[config.mk]
export PLATFORM = sky130hd
export DESIGN_NAME = ifu_fetch
export DESIGN_NICKNAME = d
export VERILOG_FILES = /design/src/rtl/ifu_fetch.sv
export SDC_FILE = /design/constraint.sdc
export NUM_CORES = 1
export LEC_CHECK = 0
export ABC_CLOCK_PERIOD_IN_PS = 4100
export CORE_UTILIZATION = 40
export CTS_CLUSTER_SIZE = 40
export DETAILED_ROUTE_END_ITERATION = 8
export GPL_TIMING_DRIVEN = 0
export PLACE_DENSITY = 0.71
export SYNTH_ARGS = -nofsm -noshare
export SYNTH_HDL_FRONTEND = slang
export SYNTH_SLANG_ARGS = --single-unit
[constraint.sdc]
create_clock -name clk -period 4.1 [get_ports clk]
set_input_delay 0.82 -clock clk [delete_from_list [all_inputs] [get_ports clk]]
set_output_delay 0.82 -clock clk [all_outputs]
set_load 0.005 [all_outputs]
[src/rtl/ifu_fetch.sv]
`default_nettype none
// ============================================================================
//  Module      : ifu_fetch
//  Description : Instruction fetch unit for the cirno9 core. It holds the
//                architectural fetch PC and keeps at most one word fetch
//                outstanding on the instruction memory port. Each fetched
//                word is handed to the decoder, together with its PC, over
//                a val/rdy handshake. Redirects from the branch/jump unit
//                load a new PC. Any fetch already in flight at that point
//                is marked stale and its response is discarded.
//  Revision    : 1.0 - initial release
// ----------------------------------------------------------------------------
//  Ports
//    clk            in   core clock, rising edge
//    rst_n          in   asynchronous active-low reset
//    i_setpc        in   redirect request (single-cycle)
//    i_pc           in   redirect base
//    i_pcadd        in   redirect offset (target = i_pc + i_pcadd)
//    hs_if4mem_val  out  fetch request valid
//    hs_mem4if_rdy  in   memory accepts request
//    o_mem_addr     out  fetch word address (bits [1:0] = 0)
//    hs_mem4if_rsp  in   read data valid
//    i_mem_rdata    in   fetched instruction word
//    hs_if4dec_val  out  instruction valid to decoder
//    hs_dec4if_rdy  in   decoder accepts instruction
//    o_ir           out  instruction word
//    o_ir_pc        out  PC of o_ir
// ============================================================================
module ifu_fetch #(
   parameter logic [31:0] RESET_PC = 32'h0000_0000
) (
   input  logic        clk,
   input  logic        rst_n,
   input  logic        i_setpc,
   input  logic [31:0] i_pc,
   input  logic [31:0] i_pcadd,
   output logic        hs_if4mem_val,
   input  logic        hs_mem4if_rdy,
   output logic [31:0] o_mem_addr,
   input  logic        hs_mem4if_rsp,
   input  logic [31:0] i_mem_rdata,
   output logic        hs_if4dec_val,
   input  logic        hs_dec4if_rdy,
   output logic [31:0] o_ir,
   output logic [31:0] o_ir_pc
);

   localparam logic [31:0] c_nop      = 32'h0000_0013;
   localparam logic [31:0] c_reset_pc = {RESET_PC[31:2], 2'b00};

   typedef enum logic [1:0] {
      S_IDLE = 2'd0,
      S_REQ  = 2'd1,
      S_WAIT = 2'd2,
      S_OUT  = 2'd3
   } state_t;

   state_t      r_state;
   logic [31:0] r_pc;
   logic [31:0] r_ir;
   logic [31:0] r_ir_pc;
   logic        r_stale;

   logic [31:0] w_sum;
   logic [31:0] w_target;

   assign w_sum    = i_pc + i_pcadd;
   assign w_target = {w_sum[31:2], 2'b00};

   always_ff @(posedge clk or negedge rst_n) begin
      if (!rst_n) begin
         r_state <= S_IDLE;
         r_pc    <= c_reset_pc;
         r_ir    <= c_nop;
         r_ir_pc <= 32'h0000_0000;
         r_stale <= 1'b0;
      end else begin
         case (r_state)
            S_IDLE: begin
               r_state <= S_REQ;
            end

            S_REQ: begin
               if (i_setpc) begin
                  r_pc <= w_target;
               end
               if (hs_mem4if_rdy) begin
                  r_state <= S_WAIT;
                  // The accepted request used the old PC; its data is
                  // useless when a redirect lands in the same cycle.
                  r_stale <= i_setpc;
               end
            end

            S_WAIT: begin
               if (i_setpc) begin
                  r_pc <= w_target;
               end
               if (hs_mem4if_rsp) begin
                  r_state <= S_REQ;
                  r_stale <= 1'b0;
                  // Keep the word only when the PC is still the one that
                  // was fetched: no earlier and no current redirect.
                  if (!r_stale && !i_setpc) begin
                     r_ir    <= i_mem_rdata;
                     r_ir_pc <= r_pc;
                     r_pc    <= r_pc + 32'd4;
                     r_state <= S_OUT;
                  end
               end else if (i_setpc) begin
                  r_stale <= 1'b1;
               end
            end

            S_OUT: begin
               // A redirect drops the held word even if the decoder takes
               // it in the same cycle.
               if (i_setpc) begin
                  r_pc    <= w_target;
                  r_state <= S_REQ;
               end else if (hs_dec4if_rdy) begin
                  r_state <= S_REQ;
               end
            end

            default: begin
               r_state <= S_IDLE;
            end
         endcase
      end
   end

   assign hs_if4mem_val = (r_state == S_REQ);
   assign hs_if4dec_val = (r_state == S_OUT);
   assign o_mem_addr    = r_pc;
   assign o_ir          = r_ir;
   assign o_ir_pc       = r_ir_pc;

endmodule
`default_nettype wire

==> results.md <==
- The run finished with clean final reports.
- The detailed router placed between 5000 and 6000 vias in this run.
- The synthesized instance count is between 600 and 700.
- STA puts the critical path data arrival time at approximately 3.5 ns.
- Derived from the worst setup path, the maximum achievable clock frequency is between 300 and 400 MHz.
- For this block, the initial DRC count from the detailed router was roughly 450.
- The final total power is a little over 5 mW.
- The total congestion overflow is 0.
- The highest cell delay on the worst timing path is approximately 0.64 ns.
- Entering global routing, the biggest net connects 67 pins.
- The clock-pin slew reported for the worst setup and hold paths after clock tree synthesis is roughly 0.07 ns.
- The total track usage is 21.7%.
- The internal power component is around 3.3 mW.
- The reported leakage power is 3.63 nW.
- The slack of the critical path is between 0.7 and 0.8 ns.
- The wire length per cell is ~16 µm.
- The post-place setup slack is around 0.44 ns.
- The count of distinct cell types in the synthesized netlist is 68.
- The slowest stage cell on the critical path is sky130_fd_sc_hd__a2111oi_0.
- The final hold violation count is 0.
- The die covers about 16000 µm².
- The number of global-route vias before repair is ~5400.
- The post-synth net total is slightly below 800.
- The switching power total is approximately 1.7 mW.
- The synthesized flop and latch total is roughly 100.
- The critical path buffer and inverter count is 1.
- The die is ~130 µm tall.
- The dominant cell by count in the synthesized netlist is sky130_fd_sc_hd__dfrtp_1.
- The fraction of layout cells with a size suffix above 1 is 12.1%.
- For the final database, setup skew stands at ~0.007 ns.
- The number of warnings issued by yosys is 0.
- The detail-routed via count per cell is around 5.5.
- The largest area contributor in the netlist is sky130_fd_sc_hd__dfrtp_1.
- The worst setup path is launched from a primary input.
- Among all flip-flop cells after synthesis, the most frequent one is sky130_fd_sc_hd__dfrtp_1.
- Combinational logic burns a little under half of the power.
- By startpoint and endpoint, the worst setup path is classified as in -> reg.
- The fraction of power consumed by the clock network is 16.6%.
- Max-cap violations in this run came to 0.
- The transition time of the tightest slew-check pin is 1.24 ns.
- The register share of total power is 36.4%.
- In the synthesized netlist the async set-or-reset flop fraction comes to 100%.
- 0 antenna diodes ended up in the layout.
- The period utilization is about four fifths.
- The synthesis-to-layout area growth is 40.9%.
- Once placement completed, the tool counted placed cells totaling approximately 1000.
- The number of flops mapped to enable cells by yosys is 0.
- The mean area per synthesized cell is ~9.7 µm².
- Wires add up to between 15000 and 20000 µm.
- In the routed design, unresolved DRC markers number 0.
- The number of routed nets with antenna violations is 0.
- The maximum number of buffers from clock root to sink is 2.
- The worst slew margin relative to its limit is between 15 and 20%.
- The top cell type by area accounts for just under 40% of the synthesized area.
- The number of gates resized after CTS was 0.
- The row count is 45.
- In this run the worst path has a maximum fanout of 7.
- In this run the tool buffered the top-level ports with around 200 buffer cells.
- For flop-to-flop paths, the worst setup slack is 1.11 ns.
- Grouping stages by cell kind, the critical path spends the most delay in compound AO/OA/AOI/OAI gates.
- The die span in x is between 100 and 150 µm.
- The detailed-routing iteration count for the pre-antenna-repair pass is 5.
- Sequential elements use approximately 40% of the synthesized area.
- In this run, CTS created clock tree buffers numbering 9.
- The net count reported at finish is ~1000.
- The critical path goes through clkdlybuf4s50_1, ha_1, and4_4, and3_4, o311ai_4, a2111oi_0, a2bb2oi_1, xnor2_1, o21ai_2.
- Setup repair after global routing left no endpoint under its margin.
- The number of antenna violations at the first check in global routing is 0.
- The number of clock sinks is 99.
- The setup-violating endpoint count in the final report is 0.
- The number of cells on the worst reg-to-reg path is 9.
- The post-synthesis instance area is 6230 µm².
- By count the netlist is led by sky130_fd_sc_hd__dfrtp_1, sky130_fd_sc_hd__a21oi_1, sky130_fd_sc_hd__mux2_2.
- At the end of the flow the core is filled with cells to slightly below 60%.
- The post-route non-filler standard cell count is 1049.
- Ranked by total cell area, the synthesized netlist is headed by sky130_fd_sc_hd__dfrtp_1, sky130_fd_sc_hd__mux2_2, sky130_fd_sc_hd__ha_1.
- The clock network latency to the later pin of the worst-skew pair is ~0.34 ns.
- The first global-routing pass estimated around 28000 µm of wire.
- The initial core utilization is approximately two fifths.
- The post-layout minimum cycle time is roughly 3.3 ns.
- The count of final max-slew check failures came to 0.
- The power per standard cell area is 577 nW/µm².
- The half-perimeter wire length after placement is around 13000 µm.
- Net switching is roughly 34% of the power.
- The peak supply drop is 0.279 mV.
- The capture point of the worst reg-to-reg path is o_mem_addr[13].
- In this run the clock root is driven by a sky130_fd_sc_hd__clkbuf_16.
- The count of boundary I/O pins is 200.
- The launch point of the worst reg-to-reg path is r_state[1].
- The capturing element type of the critical path is a register.
- The final weighted congestion of routability-driven global placement is around 0.84.
- Data on the critical path is required at its endpoint by 4.31 ns.
- The worst hold path belongs to the class in -> async.
- The number of buffers inserted by hold repair at cts is 0.
- The H-tree depth is 3.
- The core region is ~15000 µm².
- The post-CTS setup buffer count is 0.
- TritonCTS built the clock tree.
## cell families after synthesis
family,after synthesis,share of synthesized area [%]
adders and majority gates,36,7.23
muxes,69,12.4
and+or+nand+nor,183,15.1
DFF,99,39.8
xor gates and xnor gates,25,3.51
buffers and inverters,45,2.79
AOI/OAI and AO/OA,188,19.2
## layout make-up
cell class / count / area, µm²
timing repair buffer: 200 / 2020
multi-input combinational: 501 / 3580
clock inverter: 5 / 52.6
clock buffer: 11 / 243
buffer: 30 / 118
tap: 188 / 235
sequential: 99 / 2480
fill: 1319 / 6420
inverter: 15 / 56.3
## power by group through the flow
| stage | Combinational [mW] | Clock, mW | Sequential [mW] |
|---|---|---|---|
| 6_report | 2.38 | 0.843 | 1.84 |
| 5_1_grt | 2.59 | 0.904 | 1.92 |
| 4_1_cts | 2.39 | 0.865 | 1.84 |
| 3_5_place_dp | 2.37 | 0 | 1.86 |
| 3_3_place_gp | 2.35 | 0 | 1.84 |
| 2_1_floorplan | 1.04 | 0 | 1.81 |
## per-stage QoR
| step | hold slack [ns] | area (µm²) | TNS [ns] |
|---|---|---|---|
| after CTS | 0.445 | 8780 | 0 |
| final | 0.430 | 8780 | 0 |
| after floorplan | 0.495 | 6230 | 0 |
| after global routing | 0.461 | 8780 | 0 |
| after global placement | 0.487 | 8460 | -158.70 |
| after detailed placement | 0.494 | 8490 | 0 |
## layout by cell type, fill, tap and decap left out, drive strengths merged, types with 10 or more instances in the layout
cell | Yosys | final
clkdlybuf4s50 | 0 | 198
nand4 | 16 | 16
xnor2 | 12 | 12
inv | 15 | 15
nor3 | 17 | 17
a31oi | 10 | 10
xor2 | 13 | 13
a21oi | 72 | 72
dfrtp | 96 | 96
ha | 36 | 36
o21ai | 43 | 43
clkbuf | 23 | 34
nand3 | 16 | 16
nor2 | 42 | 42
mux2 | 66 | 66
nand2 | 50 | 50
## how the worst max path moves through the flow
stage	cells after the start	slack, ns	to	startpoint
after global placement	1	-1.65	o_ir[27]	rst_n
after floorplan	9	1.26	o_mem_addr[26]	i_pc[1]
after detailed placement	9	0.44	o_mem_addr[31]	i_pc[12]
final	9	0.79	o_mem_addr[31]	i_pc[12]
after CTS	9	0.80	o_mem_addr[31]	i_pc[12]
after global routing	10	0.61	o_mem_addr[30]	i_pcadd[3]
## layer usage
layer / routed length, µm / up-vias / GRT usage, % / share of wire (%)
met4: 206 / 0 / 7.84 / 1.2
li1: - / 2833 / - / -
met3: 1160 / 18 / 2.57 / 6.7
met1: 7700 / 2719 / 29.5 / 45
met5: 0 / - / 0 / 0
met2: 8130 / 225 / 35.5 / 47
## flip-flops by register name, indices dropped and copies added, names as in the netlist
register / cells
o_ir_pc: 32
o_mem_addr: 32
r_state: 2
o_ir: 32
r_stale: 1
(Power assumes the default switching activity.)
==> patch 1, RTL diff (config.mk and constraints unchanged) <==
Reset style: synchronous (`rst_n`), changed in one clocked block. Comments in the files are not updated.
--- a/src/rtl/ifu_fetch.sv
+++ b/src/rtl/ifu_fetch.sv
@@ -69,3 +69,3 @@
 
-   always_ff @(posedge clk or negedge rst_n) begin
+   always_ff @(posedge clk) begin
       if (!rst_n) begin
Formal check against the unedited RTL: differs if rst_n is asserted again (counterexample within 4 cycles, from zero or initial values and one cycle with rst_n low); with rst_n held inactive, the same outputs for 4 cycles.
==> patch 1 against the unedited design <==
The flow now finishes with violations (design-rule violations); cell area is 1.6% lower; routed wire length grew 10%; area after synthesis decreased by 2.1%; sequential cell count unchanged; setup slack gained 94 ps; non-clock buffer count rose by 12; global-route usage is 2.5 points higher; critical path type unchanged.
Power is not compared: it rests on default switching activity, and its combinational part moved more than twofold at a synthesized area within 25%.
==> patch 1: results (changes against the unedited design) <==
[global_routing]
grt_pass1_vias=5772  ; +7.0%
grt_pass1_wl_um=30400  ; +9.8%
grtUsageTotal=0.242  ; +0.0251
globalRouteMet2Util=0.392  ; +0.0363
use_met3=0.0436  ; +0.0179

[route]
drt_iter0_markers=548  ; +23%
met1_length_um=8530  ; +11%
drcViolationCount=17  ; +17
wl_per_cell_um=16.3  ; -0.43%
met3_wirelength_um=1450  ; +25%
vias=6265  ; +8.1%
wl_met2_um=8720  ; +7.3%

[layout]
drive_gt1_frac=0.0541  ; -0.0667
synthToLayoutAreaGrowth_pct=41.5
layout.cells.non_filler=1164  ; +11%

[placement]
place_area_um2=8310  ; -2.1%
post-place-ws_ps=638  ; +198 ps
portBuffers=197  ; -1.0%
dp_cells=1149  ; +11%
place.gp.congestion=0.880  ; +4.8%

[logic_synthesis]
synth_most_common_cell=nand2_1
ys_seq_area_frac=0.325  ; -0.0734
synth_common_cells=nand2_1 (176), dfxtp_1 (99), a21boi_0 (62), a21oi_1 (52), ha_1 (36)
avgSynthCellArea_um2=7.95  ; -18%
synth-main-ff-cell=dfxtp_1
synth_cell_types=75  ; +10%
synthArstFlopShare=0  ; -1.00

[run_status]
status=complete, but fails checks
violations=design-rule violations

[setup_path]
slowest_delay_ps=400  ; -240 ps
r2r_slack_ps=1560  ; +450 ps

[sta]
clock.fmax_ghz=0.311  ; +2.9%
clock_skew_ps=10.7  ; +3.69 ps

[patch 1: cell types whose count changed after synthesis, moves of 8 or more]
cell / unedited run / this run
nand2_1: 50 / 176
dfxtp_1: 0 / 99
dfrtp_1: 96 / 0
mux2_2: 66 / 0
a21boi_0: 1 / 62
a21oi_1: 72 / 52
o21ai_0: 40 / 28
clkbuf_1: 23 / 34
o22ai_1: 9 / 0
nand4_1: 15 / 7
[patch 1: layout make-up]
cell class | instances | area, µm²
multi-input cells | 614 | 3850
inverters | 10 | 37.5
clock buffers | 10 | 229
flip-flops and latches | 99 | 1980
clock inverters | 5 | 103
well taps | 184 | 230
plain buffers | 45 | 236
repair buffers | 197 | 1970
fillers | 1372 | 6060
[patch 1: logic make-up after synthesis]
| group | count (synthesis) | share of synthesized area |
|---|---|---|
| simple gates | 302 | 0.225 |
| buf+inv | 55 | 0.0449 |
| fa+ha+maj | 36 | 0.0738 |
| flops | 99 | 0.325 |
| xor+xnor | 22 | 0.0316 |
| mux | 4 | 0.00656 |
| compound gates | 250 | 0.294 |
[patch 1: power by group]
group	leakage [µW]	internal, µW	switching [µW]
Clock	0.000159	593	370
Sequential	0.000802	1010	80.0
Combinational	0.00218	379	381
[patch 1: final timing paths]
path,start,depth (start not counted),endpoint
min reg2reg,o_ir_pc[3]$_SDFFE_PN0P_,2,o_ir_pc[3]$_SDFFE_PN0P_
min,o_ir_pc[3]$_SDFFE_PN0P_,2,o_ir_pc[3]$_SDFFE_PN0P_
max,i_pc[23],11,o_mem_addr[30]$_SDFFE_PN0P_
max reg2reg,r_state[1]$_SDFFE_PN0P_,9,o_mem_addr[7]$_SDFFE_PN0P_
==> patch 2, RTL diff (same settings) <==
Without the edit above. The 4 states of `state_t` get a one-hot encoding in 4 bits.
--- a/src/rtl/ifu_fetch.sv
+++ b/src/rtl/ifu_fetch.sv
@@ -50,7 +50,7 @@
 
-   typedef enum logic [1:0] {
-      S_IDLE = 2'd0,
-      S_REQ  = 2'd1,
-      S_WAIT = 2'd2,
-      S_OUT  = 2'd3
+   typedef enum logic [3:0] {
+      S_IDLE = 4'b0001,
+      S_REQ  = 4'b0010,
+      S_WAIT = 4'b0100,
+      S_OUT  = 4'b1000
    } state_t;
Function: no difference found for any inputs over 4 cycles, from zero or initial values and one cycle with rst_n low; so few cycles prove little.
==> patch 2 against the unedited design <==
Setup slack worse by 580 ps; sequential cell count up 2; the flow now finishes with violations (design-rule violations); cell area down 1.5%; area after synthesis down 2.2%; power down 0.42%; synthesized cell count up 17%; die area down 2.2%; routed wire length up 7.7%.
==> patch 2: results (changes against the unedited design) <==
[setup_path]
r2r_end=o_ir[5]$_DFFE_PN0P_
reg2regPathDepth=10  ; +1
r2r_slack_ps=740  ; -370 ps
slowest_delay_ps=750  ; +110 ps
path_delay_family=compound AO/OA/AOI/OAI gates
worstPathMaxFanout=7  ; unchanged
cp.arrival_ps=4150  ; +640 ps
crit_start=i_pc[16]
crit_end=o_mem_addr[31]$_DFFE_PN0P_
rr_startpoint=r_state[0]$_DFFE_PN1P_
cpMaxStageDelayCell=a2111oi_1

[run_status]
status=complete, but fails checks
violations=design-rule violations

[cts]
h-tree-depth=3  ; unchanged
cts_max_path_buffers=2  ; unchanged
cts_resized=0  ; unchanged
post-cts-setup-buffers=0  ; unchanged

[global_routing]
grtUsageTotal=0.239  ; +0.0225
globalRouteMet2Util=0.401  ; +0.0454
grt_pass1_wl_um=30000  ; +8.4%
met1_usage=0.313  ; +0.0180
grt_max_degree=69  ; +3.0%
grt_pass1_vias=5954  ; +10%
antenna_found_initial=0  ; unchanged
use_met3=0.0407  ; +0.0149

[route]
drcViolationCount=19  ; +19
routed_via_density=5.39  ; -2.5%
first_pass_iters=7  ; +2
drt_iter0_markers=544  ; +22%
wl_um=18500  ; +7.7%

[layout]
drive_gt1_frac=0.0321  ; -0.0887
diodes=0  ; unchanged
finalNetCount=1096  ; +10%

[placement]
portBuffers=198  ; -0.50%
dpl.hpwl_um=14100  ; +6.9%
place.gp.congestion=0.858  ; +2.3%

[logic_synthesis]
synth_cell_types=64  ; -5.9%
ys_seq_area_frac=0.416  ; +0.0175
synth-main-ff-cell=dfrtp_1
syn_nets=886  ; +13%
ys_warn_count=0  ; unchanged
synth_area_leaders=dfrtp_1 (40%), nand2_1 (14%), ha_1 (6.4%), a21oi_1 (4.9%), nor2_1 (3.0%)
synth_common_cells=nand2_1 (229), dfrtp_1 (97), a21oi_1 (60), nor2_1 (48)

[sta]
worst_pin_slew_ps=868  ; -368 ps
clock_skew_ps=7.16  ; +0.128 ps
hold_violations=0  ; unchanged

[flow_run]
cap_violations=0  ; unchanged

[pwr]
ir_drop_mv=0.238  ; -15%
power_leakage_uw=0.00378  ; +4.0%

[hold_path]
hold_class=in -> async

## patch 2: cell types whose count changed after synthesis, moves of 6 or more
cell | unedited run | this run
a21oi_1 | 72 | 60
o21ai_1 | 1 | 10
nor2_1 | 40 | 48
o21a_1 | 1 | 7
nand4_1 | 15 | 9
xor2_1 | 13 | 7
mux2_2 | 66 | 3
xnor2_1 | 12 | 20
clkbuf_1 | 23 | 31
nand2_1 | 50 | 229
o21ai_0 | 40 | 28
## patch 2: metrics by stage
| stage | setup WS, ps | instances | hold slack, ps | area [µm²] |
|---|---|---|---|---|
| 3_5_place_dp | -259 | 1136 | 453 | 8330 |
| 5_1_grt | 45.6 | 1151 | 460 | 8650 |
| 6_report | 219 | 1151 | 426 | 8650 |
| 4_1_cts | 97.4 | 1151 | 439 | 8650 |
| 2_1_floorplan | 866 | 753 | 448 | 6090 |
| 3_3_place_gp | -1760 | 1135 | 446 | 8310 |
## patch 2: area by class of cell
| class | count | area, µm² |
|---|---|---|
| Buffer | 34 | 128 |
| Clock inverter | 4 | 72.6 |
| Fill cell | 1384 | 6050 |
| Timing Repair Buffer | 199 | 2010 |
| Inverter | 11 | 41.3 |
| Clock buffer | 11 | 243 |
| Multi-Input combinational cell | 607 | 3390 |
| Sequential cell | 101 | 2530 |
| Tap cell | 184 | 230 |
## patch 2: where the power goes
group / total [µW] / internal [µW] / switching [µW]
sequential: 1800 / 1430 / 371
combinational: 2320 / 1240 / 1080
clock: 917 / 548 / 369
total: 5050 / 3230 / 1820
## patch 2: worst min-delay path by stage
stage,end,cells past startpoint,start
after floorplan,o_ir[0]$_DFFE_PN1P_,2,o_ir[0]$_DFFE_PN1P_
after global placement,o_ir[4]$_DFFE_PN1P_,2,o_ir[4]$_DFFE_PN1P_
after detailed placement,o_ir[0]$_DFFE_PN1P_,2,o_ir[0]$_DFFE_PN1P_
after CTS,r_stale$_DFFE_PN0P_,1,rst_n
after global routing,r_stale$_DFFE_PN0P_,1,rst_n
final,r_stale$_DFFE_PN0P_,1,rst_n
## patch 2: metal layers
metal	routed length [µm]	vias up
met1	8220	2885
met4	247	0
met2	8800	250
met5	0	-
met3	1240	16
li1	-	3051
## patch 2: cell families after synthesis
logic type | Yosys count | synth area share
fa+ha+maj | 31 | 0.0636
xor+xnor | 27 | 0.0388
simple gates | 368 | 0.264
compound gates | 175 | 0.180
buf+inv | 45 | 0.0277
flops | 101 | 0.416
mux | 6 | 0.0107
